## src/rtl/line_render_sched_pkg.sv

```systemverilog
// Shared types and constants for the ping-pong line buffer render scheduler.
package line_render_sched_pkg;

  typedef enum logic [2:0] {
    ST_IDLE,
    ST_CLEAR,
    ST_BG,
    ST_SPR,
    ST_DONE
  } state_e;

  localparam int DEF_LINE_WIDTH  = 256;
  localparam int DEF_CLEAR_COLOR = 0;
  localparam int TRANSPARENT_IDX = 0;

  // States in which a line start means the back bank was not finished.
  function automatic logic is_rendering(state_e s);
    return (s == ST_CLEAR) || (s == ST_BG) || (s == ST_SPR);
  endfunction

endpackage

```

## src/rtl/line_render_sched_if.sv

```systemverilog
// Renderer/timing side bus of the line render scheduler.
interface line_render_sched_if #(
  parameter int ADDR_WIDTH = 8,
  parameter int DATA_WIDTH = 8
);
  logic                  iline_start;
  logic                  ibg_wr;
  logic [ADDR_WIDTH-1:0] ibg_addr;
  logic [DATA_WIDTH-1:0] ibg_data;
  logic                  ibg_done;
  logic                  ispr_wr;
  logic [ADDR_WIDTH-1:0] ispr_addr;
  logic [DATA_WIDTH-1:0] ispr_data;
  logic                  ispr_done;
  logic                  ogrant_bg;
  logic                  ogrant_spr;
  logic                  owr;
  logic [ADDR_WIDTH-1:0] owr_addr;
  logic [DATA_WIDTH-1:0] owr_data;
  logic                  obank;
  logic                  oline_ready;
  logic                  ooverrun;

  modport master (
    output iline_start, ibg_wr, ibg_addr, ibg_data, ibg_done,
           ispr_wr, ispr_addr, ispr_data, ispr_done,
    input  ogrant_bg, ogrant_spr, owr, owr_addr, owr_data,
           obank, oline_ready, ooverrun
  );

  modport slave (
    input  iline_start, ibg_wr, ibg_addr, ibg_data, ibg_done,
           ispr_wr, ispr_addr, ispr_data, ispr_done,
    output ogrant_bg, ogrant_spr, owr, owr_addr, owr_data,
           obank, oline_ready, ooverrun
  );
endinterface

```

## src/rtl/line_render_sched_clear_cnt.sv

```systemverilog
// Clear-pass address counter: restarts on start, steps while enabled, flags the last pixel.
module line_clear_cnt #(
  parameter int LINE_WIDTH = 256,
  parameter int ADDR_WIDTH = 8
) (
  input  logic                  clk,
  input  logic                  rst_n,
  input  logic                  start,
  input  logic                  en,
  output logic [ADDR_WIDTH-1:0] count,
  output logic                  last
);

  assign last = (count == ADDR_WIDTH'(LINE_WIDTH - 1));

  always_ff @(posedge clk or negedge rst_n) begin
    if (!rst_n)      count <= '0;
    else if (start)  count <= '0;
    else if (en)     count <= last ? '0 : count + 1'b1;
  end

endmodule

```

## src/rtl/line_render_sched.sv

```systemverilog
// Per-scanline scheduler: swaps banks on line start, clears the back bank, then grants bg and sprite writers.
// Optional LINE_RENDER_SCHED_TRANSP_EN: sprite writes of colour index 0 are suppressed (transparent pixels).
module line_render_sched
  import line_render_sched_pkg::*;
#(
  parameter int LINE_WIDTH  = DEF_LINE_WIDTH,
  parameter int ADDR_WIDTH  = 8,
  parameter int DATA_WIDTH  = 8,
  parameter int CLEAR_COLOR = DEF_CLEAR_COLOR
) (
  input logic               iclk,
  input logic               irst_n,
  line_render_sched_if.slave bus
);

  localparam logic [ADDR_WIDTH:0] LW = (ADDR_WIDTH + 1)'(LINE_WIDTH);

  state_e                state, state_nxt;
  logic [ADDR_WIDTH-1:0] clr_cnt;
  logic                  clr_last;
  logic                  bank;
  logic                  ovr;
  logic                  wr_q, wr_d;
  logic [ADDR_WIDTH-1:0] addr_q, addr_d;
  logic [DATA_WIDTH-1:0] data_q, data_d;
  logic                  bg_ok, spr_ok;

  line_clear_cnt #(.LINE_WIDTH(LINE_WIDTH), .ADDR_WIDTH(ADDR_WIDTH)) u_clr (
    .clk  (iclk),
    .rst_n(irst_n),
    .start(bus.iline_start),
    .en   (state == ST_CLEAR),
    .count(clr_cnt),
    .last (clr_last)
  );

  assign bg_ok = bus.ibg_wr && ({1'b0, bus.ibg_addr} < LW);
`ifdef LINE_RENDER_SCHED_TRANSP_EN
  assign spr_ok = bus.ispr_wr && ({1'b0, bus.ispr_addr} < LW) &&
                  (bus.ispr_data != DATA_WIDTH'(TRANSPARENT_IDX));
`else
  assign spr_ok = bus.ispr_wr && ({1'b0, bus.ispr_addr} < LW);
`endif

  always_comb begin
    state_nxt = state;
    wr_d      = 1'b0;
    addr_d    = bus.ibg_addr;
    data_d    = bus.ibg_data;
    if (bus.iline_start) begin
      // Line start overrides every other event, including a same-cycle write.
      state_nxt = ST_CLEAR;
    end else begin
      case (state)
        ST_CLEAR: if (clr_last) state_nxt = ST_BG;
        ST_BG: begin
          wr_d = bg_ok;
          if (bus.ibg_done) state_nxt = ST_SPR;
        end
        ST_SPR: begin
          wr_d   = spr_ok;
          addr_d = bus.ispr_addr;
          data_d = bus.ispr_data;
          if (bus.ispr_done) state_nxt = ST_DONE;
        end
        default: state_nxt = state;
      endcase
    end
  end

  always_ff @(posedge iclk or negedge irst_n) begin
    if (!irst_n) begin
      state  <= ST_IDLE;
      bank   <= 1'b0;
      ovr    <= 1'b0;
      wr_q   <= 1'b0;
      addr_q <= '0;
      data_q <= '0;
    end else begin
      state  <= state_nxt;
      if (bus.iline_start) bank <= ~bank;
      // A sprite done coinciding with line start still counts as a finished line.
      ovr    <= bus.iline_start && is_rendering(state) &&
                !(state == ST_SPR && bus.ispr_done);
      wr_q   <= wr_d;
      addr_q <= addr_d;
      data_q <= data_d;
    end
  end

  assign bus.ogrant_bg   = (state == ST_BG);
  assign bus.ogrant_spr  = (state == ST_SPR);
  assign bus.owr         = (state == ST_CLEAR) ? 1'b1 : wr_q;
  assign bus.owr_addr    = (state == ST_CLEAR) ? clr_cnt : addr_q;
  assign bus.owr_data    = (state == ST_CLEAR) ? DATA_WIDTH'(CLEAR_COLOR) : data_q;
  assign bus.obank       = bank;
  assign bus.oline_ready = (state == ST_DONE);
  assign bus.ooverrun    = ovr;

endmodule

```

## src/flat_wrapper.sv

```systemverilog
// flat-port wrapper written by rule: the top's interface ports become plain ports
module line_render_sched_flat import line_render_sched_pkg::*;
#(
  parameter int LINE_WIDTH  = DEF_LINE_WIDTH,
  parameter int ADDR_WIDTH  = 8,
  parameter int DATA_WIDTH  = 8,
  parameter int CLEAR_COLOR = DEF_CLEAR_COLOR
)
  (iclk, irst_n, bus_iline_start, bus_ibg_wr, bus_ibg_addr, bus_ibg_data, bus_ibg_done, bus_ispr_wr, bus_ispr_addr, bus_ispr_data, bus_ispr_done, bus_ogrant_bg, bus_ogrant_spr, bus_owr, bus_owr_addr, bus_owr_data, bus_obank, bus_oline_ready, bus_ooverrun);
  line_render_sched_if #(.ADDR_WIDTH(ADDR_WIDTH), .DATA_WIDTH(DATA_WIDTH)) bus_i ();
  input logic iclk;
  input logic irst_n;
  input wire logic [$bits(bus_i.iline_start)-1:0] bus_iline_start;
  input wire logic [$bits(bus_i.ibg_wr)-1:0] bus_ibg_wr;
  input wire logic [$bits(bus_i.ibg_addr)-1:0] bus_ibg_addr;
  input wire logic [$bits(bus_i.ibg_data)-1:0] bus_ibg_data;
  input wire logic [$bits(bus_i.ibg_done)-1:0] bus_ibg_done;
  input wire logic [$bits(bus_i.ispr_wr)-1:0] bus_ispr_wr;
  input wire logic [$bits(bus_i.ispr_addr)-1:0] bus_ispr_addr;
  input wire logic [$bits(bus_i.ispr_data)-1:0] bus_ispr_data;
  input wire logic [$bits(bus_i.ispr_done)-1:0] bus_ispr_done;
  output wire logic [$bits(bus_i.ogrant_bg)-1:0] bus_ogrant_bg;
  output wire logic [$bits(bus_i.ogrant_spr)-1:0] bus_ogrant_spr;
  output wire logic [$bits(bus_i.owr)-1:0] bus_owr;
  output wire logic [$bits(bus_i.owr_addr)-1:0] bus_owr_addr;
  output wire logic [$bits(bus_i.owr_data)-1:0] bus_owr_data;
  output wire logic [$bits(bus_i.obank)-1:0] bus_obank;
  output wire logic [$bits(bus_i.oline_ready)-1:0] bus_oline_ready;
  output wire logic [$bits(bus_i.ooverrun)-1:0] bus_ooverrun;
  assign bus_i.iline_start = bus_iline_start;
  assign bus_i.ibg_wr = bus_ibg_wr;
  assign bus_i.ibg_addr = bus_ibg_addr;
  assign bus_i.ibg_data = bus_ibg_data;
  assign bus_i.ibg_done = bus_ibg_done;
  assign bus_i.ispr_wr = bus_ispr_wr;
  assign bus_i.ispr_addr = bus_ispr_addr;
  assign bus_i.ispr_data = bus_ispr_data;
  assign bus_i.ispr_done = bus_ispr_done;
  assign bus_ogrant_bg = bus_i.ogrant_bg;
  assign bus_ogrant_spr = bus_i.ogrant_spr;
  assign bus_owr = bus_i.owr;
  assign bus_owr_addr = bus_i.owr_addr;
  assign bus_owr_data = bus_i.owr_data;
  assign bus_obank = bus_i.obank;
  assign bus_oline_ready = bus_i.oline_ready;
  assign bus_ooverrun = bus_i.ooverrun;
  line_render_sched #(.LINE_WIDTH(LINE_WIDTH), .ADDR_WIDTH(ADDR_WIDTH), .DATA_WIDTH(DATA_WIDTH), .CLEAR_COLOR(CLEAR_COLOR)) u_core (.iclk(iclk), .irst_n(irst_n), .bus(bus_i));
endmodule
```

## config.mk

```make
export PLATFORM = sky130hd
export DESIGN_NAME = line_render_sched_flat
export DESIGN_NICKNAME = d
export VERILOG_FILES = /design/src/rtl/line_render_sched_pkg.sv /design/src/rtl/line_render_sched_if.sv /design/src/rtl/line_render_sched_clear_cnt.sv /design/src/rtl/line_render_sched.sv /design/src/flat_wrapper.sv
export SDC_FILE = /design/constraint.sdc
export NUM_CORES = 1
export LEC_CHECK = 0
export CAP_MARGIN = 20
export CORE_ASPECT_RATIO = 1.1
export CORE_MARGIN = 8
export CORE_UTILIZATION = 45
export CTS_BUF_LIST = sky130_fd_sc_hd__clkbuf_8 sky130_fd_sc_hd__clkbuf_16
export CTS_CLUSTER_SIZE = 14
export DETAILED_ROUTE_END_ITERATION = 7
export HOLD_SLACK_MARGIN = 0.05
export MAX_ROUTING_LAYER = met4
export PLACE_DENSITY_LB_ADDON = 0.08
export SETUP_SLACK_MARGIN = 0.1
export SYNTH_ARGS = -nofsm -noshare
export SYNTH_HDL_FRONTEND = slang
export SYNTH_SLANG_ARGS = --single-unit
```

## constraint.sdc

```tcl
create_clock -name iclk -period 3.2 [get_ports iclk]
set_input_delay 0.8 -clock iclk [delete_from_list [all_inputs] [get_ports iclk]]
set_output_delay 0.8 -clock iclk [all_outputs]
set_load 0.01 [all_outputs]
```

==> summary.md, run 1 <==
| Metric | Value |
|---|---|
| NetSw | 0.000479 W |
| Clock Skew | 0.00380 ns |
| Worst skew pair latency | between 0.2 and 0.3 ns |
| M1 GR Usage | around 16% |
| First-pass GRT wire length | slightly above 6000 microns |
| Number of synthesized flops with an enable pin | 0 |
| CP Class | register to primary output |
| Vias in the first global route | between 1,000 and 1,500 |
| Die Wd | 71.8 microns |
| Cells after synthesis | approximately 140 |
| Final wirelength | 3630 microns |
| CTS resizes | 0 |
| Sum of net half-perimeters after detailed placement | around 2800 microns |
| Hold Crit Class | register to register |
| Slew @ Worst Pin | 0.380 ns |
| Final period util | about nine tenths |
| Root buf cell | clkbuf_8 |
| Pin count of the biggest net entering global routing | 31 |
| IO Port Bufs | 60 |
| Setup bufs post-CTS | 0 |
| Startpoint types | register |
| Number of max-cap violations | 0 |
| # hold bufs at CTS | 0 |
| Critical Path End Type | primary output |
| Top Ports | 61 |
| Die Area | roughly 5600 sq um |
| Crit path cell chain | or3b_4, and2_1, clkdlybuf4s50_1 |
| Diodes inserted | 0 |
| CP max stage cell | or3b_4 |
| Post-synthesis sequential area ratio | about half |
| Avg Cell Area, Syn | 10.7 sq um |
| Bufs on Longest Clock Path | 2 |
| Slew Viols, Final | 0 |
| Area Growth Syn to Fin | 47.9% |
| Site Rows | 22 |
| CTS buffer count | 5 |
| Reg clk slew, reported paths | 0.06 ns |
| CTS tree | built |
| Syn Nets | 184 |
| Final Hold Vio Count | 0 |
| Placer Congestion | approximately 0.85 |
| Slew headroom | about three quarters |
| Routed Antenna Nets | 0 |
| Initial antenna violation count | 0 |
| P_leak | between 0.9 and 1 nW |
| Vias per Instance | 5.16 |
| CP required | around 2.4 ns |
| Die height | 77.4 microns |
| Final Hold Slack | approximately 0.47 ns |
| Max stage delay on crit path | around 0.55 ns |
| Tmin final | between 2 and 3 ns |
| Initial Util | around 47% |
| Fmax achieved | ~0.35 GHz |
| Clk network pwr share | about a quarter |
| Reg2reg setup slack | approximately 1.4 ns |
| Arr. time, crit path | approximately 2.0 ns |
| CTS sink cnt | 30 |
| Gr usage total | between 10 and 15% |
| Comb pwr share | between 40% and 50% |
| Post-route setup TNS | 0 ns |
| GR met2 Demand/Resource | between 20% and 30% |
| Residual DRC | 0 |
| RSZ-0062 raised after global routing | no |
| WHS Path Cells | 1 |
| Setup violations, final | 0 |
| 1st-iter DRT viols | between 60 and 70 |
| Core area | between 3000 and 4000 sq um |
| Status | completed |
| PwrDens | approximately 660 nW/um^2 |
| Total global routing overflow | 0 |
| Sw Ratio | between 30% and 40% |
| R2R depth | 5 |
| Detailed-router iteration count before antenna repair | 4 |
| Layout cells sized above 1 | between 15 and 20% |
| Yosys warnings | 0 |
| Async S/R FF share, synth | between 90% and 100% |
| Int Pwr | 0.00103 W |
| Synth Flop Type | dfrtp_1 |
| CTS H-Tree Depth | 2 |
| Fin nets | ~250 |
| Gr busiest metal | met2 |
| Flops & latches, synth | 30 |
| Crit-path max FO | 22 |
| Yosys cell types | 36 |
| Grt met3 use | 4.24% |
| Worst VDD drop | 0.000259 V |
| Vias | between 1,000 and 1,500 |
| Netlist Area Pre-Place | 1540 sq um |
| Flop pwr share | between 30% and 40% |
| Drt wl/cell | around 15 microns |
[layout make-up]
class	instances	area [sq um]
repair buffers	64	631
well taps	36	45.0
multi-input cells	105	742
inverters	1	3.75
clock inverters	3	37.5
fillers	257	1020
clock buffers	5	68.8
flip-flops and latches	30	751
[critical path, delay by kind of cell, from the launching register on]
family	cells	cell delay (ns)
simple gates	2	0.76
flops	1	0.52
buf+inv	1	0.48
[per-stage QoR]
| stage | setup WS (ns) | total power [W] | cells | utilization [%] | area, sq um |
|---|---|---|---|---|---|
| floorplan | 1.01 | 0.000841 | 144 | - | 1540 |
| global route | 0.273 | 0.00160 | 244 | 69.0 | 2280 |
| finish | 0.365 | 0.00151 | 244 | 69.0 | 2280 |
| CTS | 0.123 | 0.00152 | 244 | 68.9 | 2280 |
| global placement | 0.497 | 0.00114 | 236 | 65.7 | 2170 |
| detailed placement | 0.451 | 0.00115 | 236 | 65.7 | 2170 |
[sequential cells by signal, summed over array words and instances (netlist names)]
signal	flops
u_core.state	3
u_core.bus.obank	1
u_core.bus.ooverrun	1
u_core.data_q	8
u_core.u_clr.count	8
u_core.wr_q	1
u_core.addr_q	8
[synth_stat cells (2+ instances only)]
master	n	area share (%)
a21oi_1	5	1.6
mux2_4	10	9.7
nor2b_1	3	1.2
nor2_1	5	1.2
and3_1	2	0.81
nor3b_1	2	0.97
a31oi_1	5	2.0
xor2_1	4	2.3
nand3_1	2	0.65
and2_1	9	3.7
buf_6	2	1.5
clkbuf_1	3	0.73
nand2b_1	4	1.6
mux2_2	6	4.4
dfrtp_1	30	49
buf_2	3	0.97
nand4_1	2	0.81
nand2_1	29	7.1
[power groups by stage]
stage / Sequential [W] / Combinational [W] / Clock (W)
2_1_floorplan: 0.000480 / 0.000361 / 0
3_3_place_gp: 0.000497 / 0.000638 / 0
3_5_place_dp: 0.000501 / 0.000644 / 0
4_1_cts: 0.000495 / 0.000649 / 0.000372
5_1_grt: 0.000506 / 0.000703 / 0.000389
6_report: 0.000497 / 0.000645 / 0.000367
[layer usage]
layer	vias up	part of all wire, %
met4	0	1.7
met1	598	44
met5	-	0
met3	7	5.2
met2	36	49
li1	617	-
[worst paths after layout]
check                                             startpoint                                 to
worst min-delay path            u_core.bus.obank$_DFFE_PN0P_       u_core.bus.obank$_DFFE_PN0P_
min in group asynchronous                             irst_n  u_core.u_clr.count[4]$_DFFE_PN0P_
worst max-delay path             u_core.state[0]$_DFFE_PN0P_                    bus_owr_data[4]
max in group asynchronous                             irst_n         u_core.data_q[3]$_DFF_PN0_
worst min register to register  u_core.bus.obank$_DFFE_PN0P_       u_core.bus.obank$_DFFE_PN0P_
worst max register to register   u_core.state[0]$_DFFE_PN0P_         u_core.addr_q[7]$_DFF_PN0_
[cell usage in the layout (no fill, tap or decap), drive strengths merged, types with 2 or more instances in the layout]
cell	instances
nor3b	3
nand2	29
inv	3
mux2	16
xor2	4
a31oi	5
nand2b	4
nor2	5
a21oi	5
nand3	2
clkdlybuf4s50	60
nand4	2
clkbuf	5
nor2b	3
and2	10
buf	4
and3	2
dfrtp	30
[cells by family (layout without fill, tap and decap cells)]
group | Yosys count | count (layout) | synth area share (%)
buffers and inverters | 9 | 73 | 3.41
xor gates and xnor gates | 4 | 4 | 2.27
adders and majority gates | 1 | 1 | 0.812
muxes | 17 | 17 | 14.8
AOI/OAI and AO/OA | 17 | 17 | 7.72
and+or+nand+nor | 66 | 66 | 22.3
DFF | 30 | 30 | 48.7
(Power assumes the default switching activity.)
==> run 2, diff against run 1 <==
--- a/config.mk
+++ b/config.mk
@@ -8,7 +8,7 @@
 export CAP_MARGIN = 20
 export CORE_ASPECT_RATIO = 1.1
 export CORE_MARGIN = 8
-export CORE_UTILIZATION = 45
+export CORE_UTILIZATION = 46
 export CTS_BUF_LIST = sky130_fd_sc_hd__clkbuf_8 sky130_fd_sc_hd__clkbuf_16
 export CTS_CLUSTER_SIZE = 14
 export DETAILED_ROUTE_END_ITERATION = 7
==> summary.md, run 2 (same netlist as run 1, synthesis figures left out) <==
| Metric | Value |
|---|---|
| Final period util | 88.7% (+0.13 points) |
| Initial antenna violation count | 0 (unchanged) |
| Worst VDD drop | 0.000279 V (+7.9%) |
| # hold bufs at CTS | 0 (unchanged) |
| Post-layout instance area | 2250 sq um (-1.3%) |
| Critical Path End Type | primary output |
| Tmin final | 2.84 ns (+0.00412 ns) |
| GR met2 Demand/Resource | 23.1% (+1.2 points) |
| RR Startpoint | u_core.state[0]$_DFFE_PN0P_ |
| PwrDens | 631 nW/um^2 (-4.7%) |
| CTS resizes | 0 (unchanged) |
| Initial Util | 47.0% (+0.39 points) |
| Drt wl/cell | 15.4 microns (+3.5%) |
| CTS H-Tree Depth | 2 (unchanged) |
| Vias per Instance | 5.13 (-0.55%) |
| Final Hold Vio Count | 0 (unchanged) |
| Bufs and invs on worst path | 1 (unchanged) |
| Pin count of the biggest net entering global routing | 31 (unchanged) |
| Slew Viols, Final | 0 (unchanged) |
| Vias | 1,246 (-0.95%) |
| Top Ports | 61 (unchanged) |
| Detailed-router iteration count before antenna repair | 4 (unchanged) |
| Fmax achieved | 0.352 GHz (-0.15%) |
| Final Hold Slack | 0.484 ns (+0.0102 ns) |
| CTS buffer count | 5 (unchanged) |
| Diodes inserted | 0 (unchanged) |
| Hold_sp | u_core.bus.obank$_DFFE_PN0P_ |
| R2R depth | 5 (unchanged) |
| CP max stage cell | or3b_4 |
| P_leak | 0.984 nW (-1.4%) |
| Root buf cell | clkbuf_8 |
| Arr. time, crit path | 2.04 ns (about the same) |
| Reg clk slew, reported paths | 0.06 ns (about the same) |
| Layout cells sized above 1 | 15.0% (-0.41 points) |
| Die height | 76.7 microns (-0.87%) |
| Worst skew pair latency | 0.27 ns (about the same) |
| Site Rows | 22 (unchanged) |
| Grt met3 use | 7.02% (+2.8 points) |
| Dpl cell area | 2170 sq um (unchanged) |
| Bufs on Longest Clock Path | 2 (unchanged) |
| Sum of net half-perimeters after detailed placement | 2860 microns (+2.6%) |
| Placer Congestion | 0.787 (-7.5%) |
| WHS Path Cells | 1 (unchanged) |
| Hold Crit Class | register to register |
| Final wirelength | 3740 microns (+3.1%) |
| Register area | 751 sq um (unchanged) |
| CTS tree | built |
| Crit path cell chain | or3b_4, and2_1, clkdlybuf4s50_1 |
| Total global routing overflow | 0 (unchanged) |
| Core area | 3280 sq um (-0.83%) |
| Gr busiest metal | met2 |
| Post-route setup TNS | 0 ns (unchanged) |
| CP required | 2.40 ns (about the same) |
| Die Wd | 71.2 microns (-0.85%) |
| R2r endpoint | u_core.data_q[7]$_DFF_PN0_ |
| CP Class | register to primary output |
| Status | completed |
| Startpoint types | register |
| CP delay by family, top | simple AND/OR/NAND/NOR gates |
| Most frequent cells in the layout | clkdlybuf4s50_1 (60), dfrtp_1 (30), nand2_1 (29), mux2_4 (10), and2_1 (9) |
| Vias in the first global route | 1,344 (-2.6%) |
| Commonest non-fill, non-tap cell in the layout | clkdlybuf4s50_1 |
| CTS sink cnt | 30 (unchanged) |
| Reg2reg setup slack | 1.38 ns (about the same) |
| Setup violations, final | 0 (unchanged) |
| Setup bufs post-CTS | 0 (unchanged) |
| Fill count | 259 (+0.78%) |
| Residual DRC | 0 (unchanged) |
| RSZ-0062 raised after global routing | no |
| Clock Skew | 0.00415 ns (+0.000348 ns) |
| Slew headroom | 70.4% (-4.3 points) |
| Fin nets | 247 (unchanged) |
| M1 GR Usage | 16.8% (+0.84 points) |
| Crit-path max FO | 22 (unchanged) |
| Routed Antenna Nets | 0 (unchanged) |
| IO Port Bufs | 60 (unchanged) |
| Slew @ Worst Pin | 0.443 ns (+0.0630 ns) |
| Area of the multi-input gates | 742 sq um (unchanged) |
| Area Growth Syn to Fin | 46.0% |
| Worst Hold Path EP | u_core.bus.obank$_DFFE_PN0P_ |
| Number of max-cap violations | 0 (unchanged) |
| Gr usage total | 14.9% (+0.89 points) |
| 1st-iter DRT viols | 74 (+7.2%) |
| First-pass GRT wire length | 6300 microns (+4.2%) |
| Top flop regs | u_core.addr_q (8), u_core.data_q (8), u_core.u_clr.count (8) |
| Die Area | 5460 sq um (-1.7%) |
| Max stage delay on crit path | 0.55 ns (about the same) |
run 2: stage by stage:
stage               setup WS [ns]  std cells  power, W  utilization [%]
floorplan                    1.01        144  0.000841                -
global placement            0.465        236   0.00114             66.2
detailed placement          0.428        236   0.00115             66.2
CTS                         0.116        243   0.00143             68.6
global route                0.265        243   0.00151             68.6
finish                      0.360        243   0.00142             68.6
run 2: power breakdown:
| part | switching, W | internal, W | leakage [nW] |
|---|---|---|---|
| combinational | 0.000286 | 0.000364 | 0.565 |
| sequential | 0.0000567 | 0.000441 | 0.372 |
| clock | 0.000129 | 0.000143 | 0.0466 |
run 2: layout make-up:
| cell class | instances | area share, % |
|---|---|---|
| inverters | 1 | 0.167 |
| clock inverters | 2 | 0.334 |
| repair buffers | 64 | 28.0 |
| clock buffers | 5 | 3.06 |
| flip-flops and latches | 30 | 33.4 |
| multi-input cells | 105 | 33.0 |
| well taps | 36 | 2.00 |
run 2: worst max path at each step:
stage	from	end	slack [ns]	cells after the start
floorplan	u_core.state[2]$_DFFE_PN0P_	bus_owr_data[5]	1.01	4
global placement	u_core.state[0]$_DFFE_PN0P_	bus_owr_data[6]	0.46	3
detailed placement	u_core.state[0]$_DFFE_PN0P_	bus_owr_data[1]	0.43	3
CTS	u_core.state[0]$_DFFE_PN0P_	bus_owr_data[1]	0.12	3
global route	u_core.state[0]$_DFFE_PN0P_	bus_owr_data[2]	0.27	3
finish	u_core.state[0]$_DFFE_PN0P_	bus_owr_data[6]	0.36	3
run 2: worst register-to-register path, delay by kind of cell (launching register included):
| family | cells | cell delay [ns] |
|---|---|---|
| buf+inv | 1 | 0.28 |
| flops | 1 | 0.53 |
| mux | 1 | 0.38 |
| simple gates | 3 | 0.51 |
run 2: layer usage:
layer	part of all wire [%]	wire length [microns]
met3	7.1	267
met2	50	1880
met5	0	0
met1	42	1570
met4	0.67	25
==> run 3, diff against run 2 <==
--- a/config.mk
+++ b/config.mk
@@ -16,6 +16,7 @@
 export MAX_ROUTING_LAYER = met4
 export PLACE_DENSITY_LB_ADDON = 0.08
 export SETUP_SLACK_MARGIN = 0.1
+export SKIP_CTS_REPAIR_TIMING = 1
 export SYNTH_ARGS = -nofsm -noshare
 export SYNTH_HDL_FRONTEND = slang
 export SYNTH_SLANG_ARGS = --single-unit
==> results of run 3 <==
Same layout as run 2: the final DEF is identical, and so are final timing and power.
